### config.mk
export PLATFORM = sky130hd
export DESIGN_NAME = battle_turn_ctrl_flat
export DESIGN_NICKNAME = d
export VERILOG_FILES = /design/src/rtl/battle_turn_if.sv /design/src/rtl/battle_turn_ctrl.sv /design/src/flat_wrapper.sv
export SDC_FILE = /design/constraint.sdc
export NUM_CORES = 1
export LEC_CHECK = 0
export ABC_CLOCK_PERIOD_IN_PS = 3000
export CORE_MARGIN = 2
export CORE_UTILIZATION = 35
export CTS_CLUSTER_DIAMETER = 150
export DETAILED_ROUTE_END_ITERATION = 10
export DONT_BUFFER_PORTS = 1
export HOLD_SLACK_MARGIN = 0.03
export PLACE_DENSITY_LB_ADDON = 0.25
export SLEW_MARGIN = 20
export SYNTH_ARGS = -nofsm -noshare
export SYNTH_HDL_FRONTEND = slang
export SYNTH_SLANG_ARGS = --single-unit
### constraint.sdc
create_clock -name clk -period 3 [get_ports clk]
set_input_delay 0.6 -clock clk [delete_from_list [all_inputs] [get_ports clk]]
set_output_delay 0.6 -clock clk [all_outputs]
set_load 0.05 [all_outputs]
### src/rtl/battle_turn_if.sv
// Turn-sequencer bus between the input/HUD side and the battle damage engine.
// master drives engine status and key events; slave is battle_turn_ctrl.
interface battle_turn_if;
    logic       battle_active;
    logic       btn_valid;
    logic [1:0] btn_code;
    logic [1:0] player_bats;
    logic [1:0] player_swords;
    logic [1:0] enemy_bats;
    logic [1:0] enemy_swords;
    logic [7:0] player_hp;
    logic       player_win;
    logic       enemy_win;
    logic       player_turn;
    logic [1:0] player_choice;
    logic       attacker_turn;
    logic [1:0] enemy_choice;
    logic       await_input;
    logic       reject;
    logic [7:0] round_count;

    modport master (
        output battle_active, btn_valid, btn_code,
        output player_bats, player_swords, enemy_bats, enemy_swords,
        output player_hp, player_win, enemy_win,
        input  player_turn, player_choice, attacker_turn, enemy_choice,
        input  await_input, reject, round_count
    );

    modport slave (
        input  battle_active, btn_valid, btn_code,
        input  player_bats, player_swords, enemy_bats, enemy_swords,
        input  player_hp, player_win, enemy_win,
        output player_turn, player_choice, attacker_turn, enemy_choice,
        output await_input, reject, round_count
    );
endinterface

### src/rtl/battle_turn_ctrl.sv
// Turn sequencer: player key press -> player strike -> settle -> LFSR enemy strike -> settle.
// Define ENEMY_SMART_EN to let the enemy pick heavy weapons when the player is low on HP.
//
// state  | meaning
// S_IDLE | not in contact, waiting for battle_active
// S_WAIT | prompting player, accepting attack key
// S_PHIT | player_turn strike pulse
// S_PDLY | settle delay after player strike
// S_EHIT | attacker_turn strike pulse, enemy_choice valid
// S_EDLY | settle delay after enemy strike
// S_DONE | winner reported, frozen until contact ends
module battle_turn_ctrl #(
    parameter int          RESP_DELAY = 50_000_000,
    parameter int          CNT_W      = 27,
    parameter logic [15:0] LFSR_SEED  = 16'hACE1
) (
    input  logic         clk,
    input  logic         rst,
    battle_turn_if.slave bus
);

    typedef enum logic [2:0] {
        S_IDLE, S_WAIT, S_PHIT, S_PDLY, S_EHIT, S_EDLY, S_DONE
    } state_t;

    state_t           r_state;
    state_t           w_next;
    logic [CNT_W-1:0] r_cnt;
    logic [15:0]      r_lfsr;
    logic [1:0]       r_player_choice;
    logic [1:0]       r_enemy_choice;
    logic             r_reject;
    logic [7:0]       r_round;

    logic             w_win;
    logic             w_term;
    logic             w_illegal;
    logic             w_accept;
    logic             w_refuse;
    logic             w_ehit_entry;
    logic             w_round_inc;
    logic             w_round_clr;
    logic             w_pulse_ok;
    logic [1:0]       w_enemy_pick;
    logic [1:0]       w_lfsr_pick;

    assign w_win  = bus.player_win | bus.enemy_win;
    assign w_term = (r_cnt == '0);
    assign w_illegal = ((bus.btn_code == 2'b10) && (bus.player_bats == 2'd0)) ||
                       ((bus.btn_code == 2'b11) && (bus.player_swords == 2'd0));

    always_ff @(posedge clk) begin
        if (rst) r_state <= S_IDLE;
        else     r_state <= w_next;
    end

    always_comb begin
        w_next       = r_state;
        w_accept     = 1'b0;
        w_refuse     = 1'b0;
        w_ehit_entry = 1'b0;
        w_round_inc  = 1'b0;
        w_round_clr  = 1'b0;
        if (!bus.battle_active) begin
            w_next = S_IDLE;
        end else begin
            case (r_state)
                S_IDLE: begin
                    w_next      = S_WAIT;
                    w_round_clr = 1'b1;
                end
                S_WAIT: begin
                    if (bus.btn_valid) begin
                        if (w_illegal) begin
                            w_refuse = 1'b1;
                        end else begin
                            w_accept = 1'b1;
                            w_next   = S_PHIT;
                        end
                    end
                end
                S_PHIT: w_next = S_PDLY;
                S_PDLY: begin
                    if (w_term) begin
                        if (w_win) begin
                            w_next = S_DONE;
                        end else begin
                            w_next       = S_EHIT;
                            w_ehit_entry = 1'b1;
                        end
                    end
                end
                S_EHIT: w_next = S_EDLY;
                S_EDLY: begin
                    if (w_term) begin
                        if (w_win) begin
                            w_next = S_DONE;
                        end else begin
                            w_next      = S_WAIT;
                            w_round_inc = 1'b1;
                        end
                    end
                end
                S_DONE:  w_next = S_DONE;
                default: w_next = S_IDLE;
            endcase
        end
    end

    // Down-counter loaded during the strike cycle; terminal count is zero.
    always_ff @(posedge clk) begin
        if (rst || !bus.battle_active) begin
            r_cnt <= '0;
        end else if (r_state == S_PHIT || r_state == S_EHIT) begin
            r_cnt <= CNT_W'(RESP_DELAY - 1);
        end else if ((r_state == S_PDLY || r_state == S_EDLY) && !w_term) begin
            r_cnt <= r_cnt - 1'b1;
        end
    end

    // Galois LFSR, taps 16,14,13,11, free-running.
    always_ff @(posedge clk) begin
        if (rst) r_lfsr <= LFSR_SEED;
        else     r_lfsr <= {1'b0, r_lfsr[15:1]} ^ (r_lfsr[0] ? 16'hB400 : 16'h0000);
    end

    always_comb begin
        w_lfsr_pick = r_lfsr[1:0];
        if (w_lfsr_pick == 2'b10 && bus.enemy_bats == 2'd0)   w_lfsr_pick = 2'b00;
        if (w_lfsr_pick == 2'b11 && bus.enemy_swords == 2'd0) w_lfsr_pick = 2'b01;
    end

`ifdef ENEMY_SMART_EN
    always_comb begin
        w_enemy_pick = w_lfsr_pick;
        if (bus.player_hp <= 8'd40 && bus.enemy_swords != 2'd0)   w_enemy_pick = 2'b11;
        else if (bus.player_hp <= 8'd30 && bus.enemy_bats != 2'd0) w_enemy_pick = 2'b10;
    end
`else
    logic w_unused_hp;
    assign w_unused_hp  = ^bus.player_hp;
    assign w_enemy_pick = w_lfsr_pick;
`endif

    always_ff @(posedge clk) begin
        if (rst) begin
            r_player_choice <= 2'b00;
            r_enemy_choice  <= 2'b00;
            r_reject        <= 1'b0;
            r_round         <= 8'd0;
        end else begin
            r_reject <= w_refuse;
            if (w_accept)     r_player_choice <= bus.btn_code;
            if (w_ehit_entry) r_enemy_choice  <= w_enemy_pick;
            if (w_round_clr)
                r_round <= 8'd0;
            else if (w_round_inc && r_round != 8'hFF)
                r_round <= r_round + 8'd1;
        end
    end

    // Strike pulses drop immediately when reset or loss of contact arrives mid-cycle.
    assign w_pulse_ok        = !rst && bus.battle_active;
    assign bus.player_turn   = (r_state == S_PHIT) && w_pulse_ok;
    assign bus.attacker_turn = (r_state == S_EHIT) && w_pulse_ok;
    assign bus.await_input   = (r_state == S_WAIT);
    assign bus.player_choice = r_player_choice;
    assign bus.enemy_choice  = r_enemy_choice;
    assign bus.reject        = r_reject;
    assign bus.round_count   = r_round;

endmodule

### src/flat_wrapper.sv
// flat-port wrapper written by rule: the top's interface ports become plain ports
module battle_turn_ctrl_flat 
#(
    parameter int          RESP_DELAY = 50_000_000,
    parameter int          CNT_W      = 27,
    parameter logic [15:0] LFSR_SEED  = 16'hACE1
)
  (clk, rst, bus_battle_active, bus_btn_valid, bus_btn_code, bus_player_bats, bus_player_swords, bus_enemy_bats, bus_enemy_swords, bus_player_hp, bus_player_win, bus_enemy_win, bus_player_turn, bus_player_choice, bus_attacker_turn, bus_enemy_choice, bus_await_input, bus_reject, bus_round_count);
  battle_turn_if bus_i ();
  input  logic clk;
  input  logic rst;
  input wire logic [$bits(bus_i.battle_active)-1:0] bus_battle_active;
  input wire logic [$bits(bus_i.btn_valid)-1:0] bus_btn_valid;
  input wire logic [$bits(bus_i.btn_code)-1:0] bus_btn_code;
  input wire logic [$bits(bus_i.player_bats)-1:0] bus_player_bats;
  input wire logic [$bits(bus_i.player_swords)-1:0] bus_player_swords;
  input wire logic [$bits(bus_i.enemy_bats)-1:0] bus_enemy_bats;
  input wire logic [$bits(bus_i.enemy_swords)-1:0] bus_enemy_swords;
  input wire logic [$bits(bus_i.player_hp)-1:0] bus_player_hp;
  input wire logic [$bits(bus_i.player_win)-1:0] bus_player_win;
  input wire logic [$bits(bus_i.enemy_win)-1:0] bus_enemy_win;
  output wire logic [$bits(bus_i.player_turn)-1:0] bus_player_turn;
  output wire logic [$bits(bus_i.player_choice)-1:0] bus_player_choice;
  output wire logic [$bits(bus_i.attacker_turn)-1:0] bus_attacker_turn;
  output wire logic [$bits(bus_i.enemy_choice)-1:0] bus_enemy_choice;
  output wire logic [$bits(bus_i.await_input)-1:0] bus_await_input;
  output wire logic [$bits(bus_i.reject)-1:0] bus_reject;
  output wire logic [$bits(bus_i.round_count)-1:0] bus_round_count;
  assign bus_i.battle_active = bus_battle_active;
  assign bus_i.btn_valid = bus_btn_valid;
  assign bus_i.btn_code = bus_btn_code;
  assign bus_i.player_bats = bus_player_bats;
  assign bus_i.player_swords = bus_player_swords;
  assign bus_i.enemy_bats = bus_enemy_bats;
  assign bus_i.enemy_swords = bus_enemy_swords;
  assign bus_i.player_hp = bus_player_hp;
  assign bus_i.player_win = bus_player_win;
  assign bus_i.enemy_win = bus_enemy_win;
  assign bus_player_turn = bus_i.player_turn;
  assign bus_player_choice = bus_i.player_choice;
  assign bus_attacker_turn = bus_i.attacker_turn;
  assign bus_enemy_choice = bus_i.enemy_choice;
  assign bus_await_input = bus_i.await_input;
  assign bus_reject = bus_i.reject;
  assign bus_round_count = bus_i.round_count;
  battle_turn_ctrl #(.RESP_DELAY(RESP_DELAY), .CNT_W(CNT_W), .LFSR_SEED(LFSR_SEED)) u_core (.clk(clk), .rst(rst), .bus(bus_i));
endmodule
### Yosys cells after proc, flatten, opt, wreduce, memory -nomap -nowiden

Index checks and enable logic that the tools add are counted.
W data, S select, Z words.

* register bits after elaboration: 59
* input port bits: 24

* $add $sub $neg: 2
* equality and inequality tests: 15
* mux-type cells: 25
* bitwise gates (word level): 5
* reductions and logical operators: 28

Operators with widths (number)
* $mux W26: 2
* $logic_not A27 Y1: 1
* $sub A27 B1 Y27 const B: 1
* $pmux W3 S7: 1
* $mux W16: 1
* $xor A15 B16 Y16: 1
* $mux W3: 5
* $mux W1: 13
* $eq A3 B3 Y1 const B: 3
* $logic_and A1 B1 Y1: 9
* $add A8 B1 Y8 const B: 1
* $eq A2 B2 Y1 const B: 4
* $logic_not A2 Y1: 4
* $ne A8 B8 Y1 const B: 1
* $eq A3 B2 Y1 const B: 2
* $mux W2: 3
* $reduce_or A2 Y1: 3
* $logic_or A1 B1 Y1: 4
* $ne A2 B1 Y1 const B: 2
* $ne A2 B2 Y1 const B: 2
* $reduce_and A4 Y1: 1
* $reduce_or A4 Y1: 1
* $eq A3 B1 Y1 const B: 1
* $logic_not A1 Y1: 3
* other kinds (4): 6

### Longest topological paths before layout

* word-level depth: 7
* mapped depth: 10

### Least setup slack after synthesis

No wires, ideal clock.

* path type: input to output
* start point: in rst
* end point: out bus_attacker_turn
* arrival: 2.080 ns
* required time: 2.400 ns
* slack: 0.320 ns
* stages: 3
* cells stage by stage: nand2b_1 clkbuf_1 nor3_1

* cells in the longest elaborated chain, start to end: 3

RTL lines
* start, declared: line flat_wrapper.sv:11 `input logic rst;`
* $logic_not A1 Y1: line battle_turn_ctrl.sv:163 `assign w_pulse_ok = !rst && bus.battle_active;`
* $logic_and A1 B1 Y1: line battle_turn_ctrl.sv:163
* $logic_and A1 B1 Y1: line battle_turn_ctrl.sv:165 `assign bus.attacker_turn = (r_state == S_EHIT) && w_pulse_ok;`
* end, declared: line flat_wrapper.sv:24 `output wire logic [$bits(bus_i.attacker_turn)-1:0] bus_attacker_turn;`

Every way passes these cells.

### Worst setup path after layout

* start point: reg u_core.r_cnt[5]
* end point: reg u_core.r_cnt[21]

* cells in the longest elaborated chain, start to end: 4
* elaborated cells between the ends (all ways): 7

RTL lines
* start, declared: line battle_turn_ctrl.sv:28 `logic [CNT_W-1:0] r_cnt;`
* start signal, assigned: line battle_turn_ctrl.sv:115 `r_cnt <= CNT_W'(RESP_DELAY - 1);`
* start signal, assigned: line battle_turn_ctrl.sv:117 `r_cnt <= r_cnt - 1'b1;`
* branches (longest 4 deep; another with $sub A27 B1 Y27)

Several ways; the timed one is not identified. The select of a mux whose other input is x is not followed.
A chain may end at the register's enable or synchronous reset.

==> run metrics <==
Pwr Density 528 nW/µm²; total global-route track usage 15.7%; Final Max Slew Viols 0; # resized after CTS 0; CTS max path bufs 2; Hold Path Sink u_core.bus.player_choice[0]$_SDFFE_PP0P_; TritonCTS Buffers 9; Setup Fix Bufs, Post-CTS 0; Die W 92.5 µm; final total power 1.65 mW; Hold Crit Class primary input to register; wire length per cell 14.9 µm; share of post-route cells with drive strength above 1 16.1%; Final Hold Vio Count 0; H-tree depth 3; Synth Area in Adders 0.913%; worst-path maximum fanout 8; Crit Reg-Reg Endpoint u_core.r_cnt[21]$_SDFFE_PP0P_; status finished clean; IO Pins 40; Crit Path Category register to register; worst r2r src u_core.r_cnt[5]$_SDFFE_PP0P_; synth cell count leaders dfxtp_1 (59), a21oi_1 (21), nor2_1 (18); Synth area leader dfxtp_1; Yosys cell types 47; Synth Area in Simple Gates 27.0%; final setup violation count 0; Slew headroom 55.4%; layout overhead on the synthesized area 14.2%; DRT Wirelength 6310 µm; FMAX 0.366 GHz; Critical Path RT 3250 ps; CP Launch Type register; core outline area 7650 µm²; post-synth top area share 43.1%; Remaining Overflow, GRT 0; insertion delay to the later sink of the worst-skew pair 340 ps; CTS root buf clkbuf_8; FF-to-FF path depth 5; first-pass GRT wire length 10,700 µm; Die Footprint 8550 µm²; RSZ-0062 raised after global routing no; flops & latches, synth 59; Row Count 32; height of the chip 92.5 µm; Final Skew 6.37 ps; clk slew on worst S/H paths 80 ps; Num Clock Sinks 59; final antenna-violating net count 0; Tightest Pin Transition 668 ps; post-synthesis mux area share 2.24%; largest family of logic cells by synthesized area simple AND/OR/NAND/NOR gates; main area contributors after synthesis dfxtp_1 (43%), o31ai_1 (4.4%), or4_1 (4.4%); vias in the first global route 2,166; Worst setup EP type register; final period utilization 91.1%; DP Wirelength 4340 µm; post-synthesis sequential area ratio 43.1%; Max Cap Violations 0; hold_buf cts 0; most frequently used flop master after synthesis dfxtp_1; CTS tree yes; largest net degree at the start of global routing 26; Worst EP arrival 2990 ps; final instance area 3130 µm²; Core Util, Final 40.9%; Syn Nets 334; Post-Syn Area 2740 µm²; DR pass1 iterations 4; xor and xnor area share after synthesis 4.16%; asr flop ratio synth 0%; Synth Area in Compound Gates 19.4%; via count 2,347; LEAKAGE 1.06 nW; Via density 5.54; Tmin final 2730 ps; Gate Count Post-Synth 308; HP Start rst; FF-to-FF setup slack 270 ps; post-synthesis average cell area 8.90 µm²; TNS Setup 0 ps; Hold Path Depth 1; number of synthesized flops with an enable pin 0; Iteration-0 DRC Markers 103; IO Port Bufs 0; filler cell count 798; dpl cell area 2930 µm²; DRC viols 0; initial antenna violation count 0; final estimated routing congestion in global placement 0.759; VDD IR max 0.000266 V; Final nets 343; Initial Util 35.8%; most common cell in the synthesized netlist dfxtp_1; yosys warns 0; n_diodes 0
[final cells by class]
| class | count | area (µm²) | area share [%] |
|---|---|---|---|
| Clock buffer | 9 | 124 | 3.96 |
| Clock inverter | 7 | 76.3 | 2.44 |
| Tap cell | 102 | 128 | 4.08 |
| Sequential cell | 59 | 1180 | 37.7 |
| Inverter | 4 | 15.0 | 0.480 |
| Timing Repair Buffer | 16 | 120 | 3.84 |
| Multi-Input combinational cell | 227 | 1490 | 47.5 |
[metal layers]
metal	GRT usage, %	part of all wire, %	vias to the layer above
met4	4.48	1.4	0
met2	24.0	46	43
met1	21.1	48	1121
met3	5.04	4.1	5
met5	0	0	-
li1	-	-	1178
[critical path, cell delays in order, from the launching register on]
cell and delay [ps]:
dfxtp_1 370, or4_4 590, or4b_1 670, or2_0 400, or4_1 440, a31oi_1 190
[how the worst max path moves through the flow]
stage,startpoint,end,slack [ps],depth (start not counted)
after detailed placement,u_core.r_cnt[5]$_SDFFE_PP0P_,u_core.r_cnt[19]$_SDFFE_PP0P_,290,5
after global placement,u_core.r_cnt[5]$_SDFFE_PP0P_,u_core.r_cnt[21]$_SDFFE_PP0P_,330,5
final,u_core.r_cnt[5]$_SDFFE_PP0P_,u_core.r_cnt[21]$_SDFFE_PP0P_,270,5
after global routing,u_core.r_cnt[5]$_SDFFE_PP0P_,u_core.r_cnt[19]$_SDFFE_PP0P_,110,5
after CTS,u_core.r_cnt[5]$_SDFFE_PP0P_,u_core.r_cnt[21]$_SDFFE_PP0P_,260,5
after floorplan,rst,bus_attacker_turn,320,3
[registers in the layout, summed over array words and instances (netlist names)]
signal and cells:
u_core.bus.reject 1, u_core.bus.player_choice 2, u_core.r_state 3, u_core.r_lfsr 16, u_core.r_cnt 27, u_core.bus.enemy_choice 2
u_core.bus.round_count 8
[metrics by stage]
stage | hold WS (ps) | setup WS, ps | cells
after floorplan | 389 | 320 | 308
after global placement | 393 | 329 | 408
after detailed placement | 397 | 290 | 408
after CTS | 306 | 258 | 424
after global routing | 307 | 112 | 424
final | 325 | 267 | 424
[layout by cell type (no fill, tap or decap), types with 10 or more instances in the layout]
master    n
or2_2    10
or3_1    10
dfxtp_1  59
buf_4    16
nand2_1  12
or4_1    16
nor2_1   18
a21oi_1  21
o31ai_1  16
nand3_1  15
[kinds of logic (layout without fill, tap and decap cells)]
kind of cell	count (synthesis)	in the layout
xor+xnor	13	13
buf+inv	22	36
simple gates	128	128
fa+ha+maj	2	2
flops	59	59
mux	6	6
compound gates	78	78
[power by group]
part           internal (mW)  total [mW]  leakage [nW]  switching [mW]
Clock                  0.389       0.735        0.0962           0.346
Combinational         0.0395       0.105         0.479          0.0650
Sequential             0.801       0.812         0.480          0.0106
Total                   1.23        1.65          1.06           0.422
No activity file was read; power rests on OpenSTA's default activity.
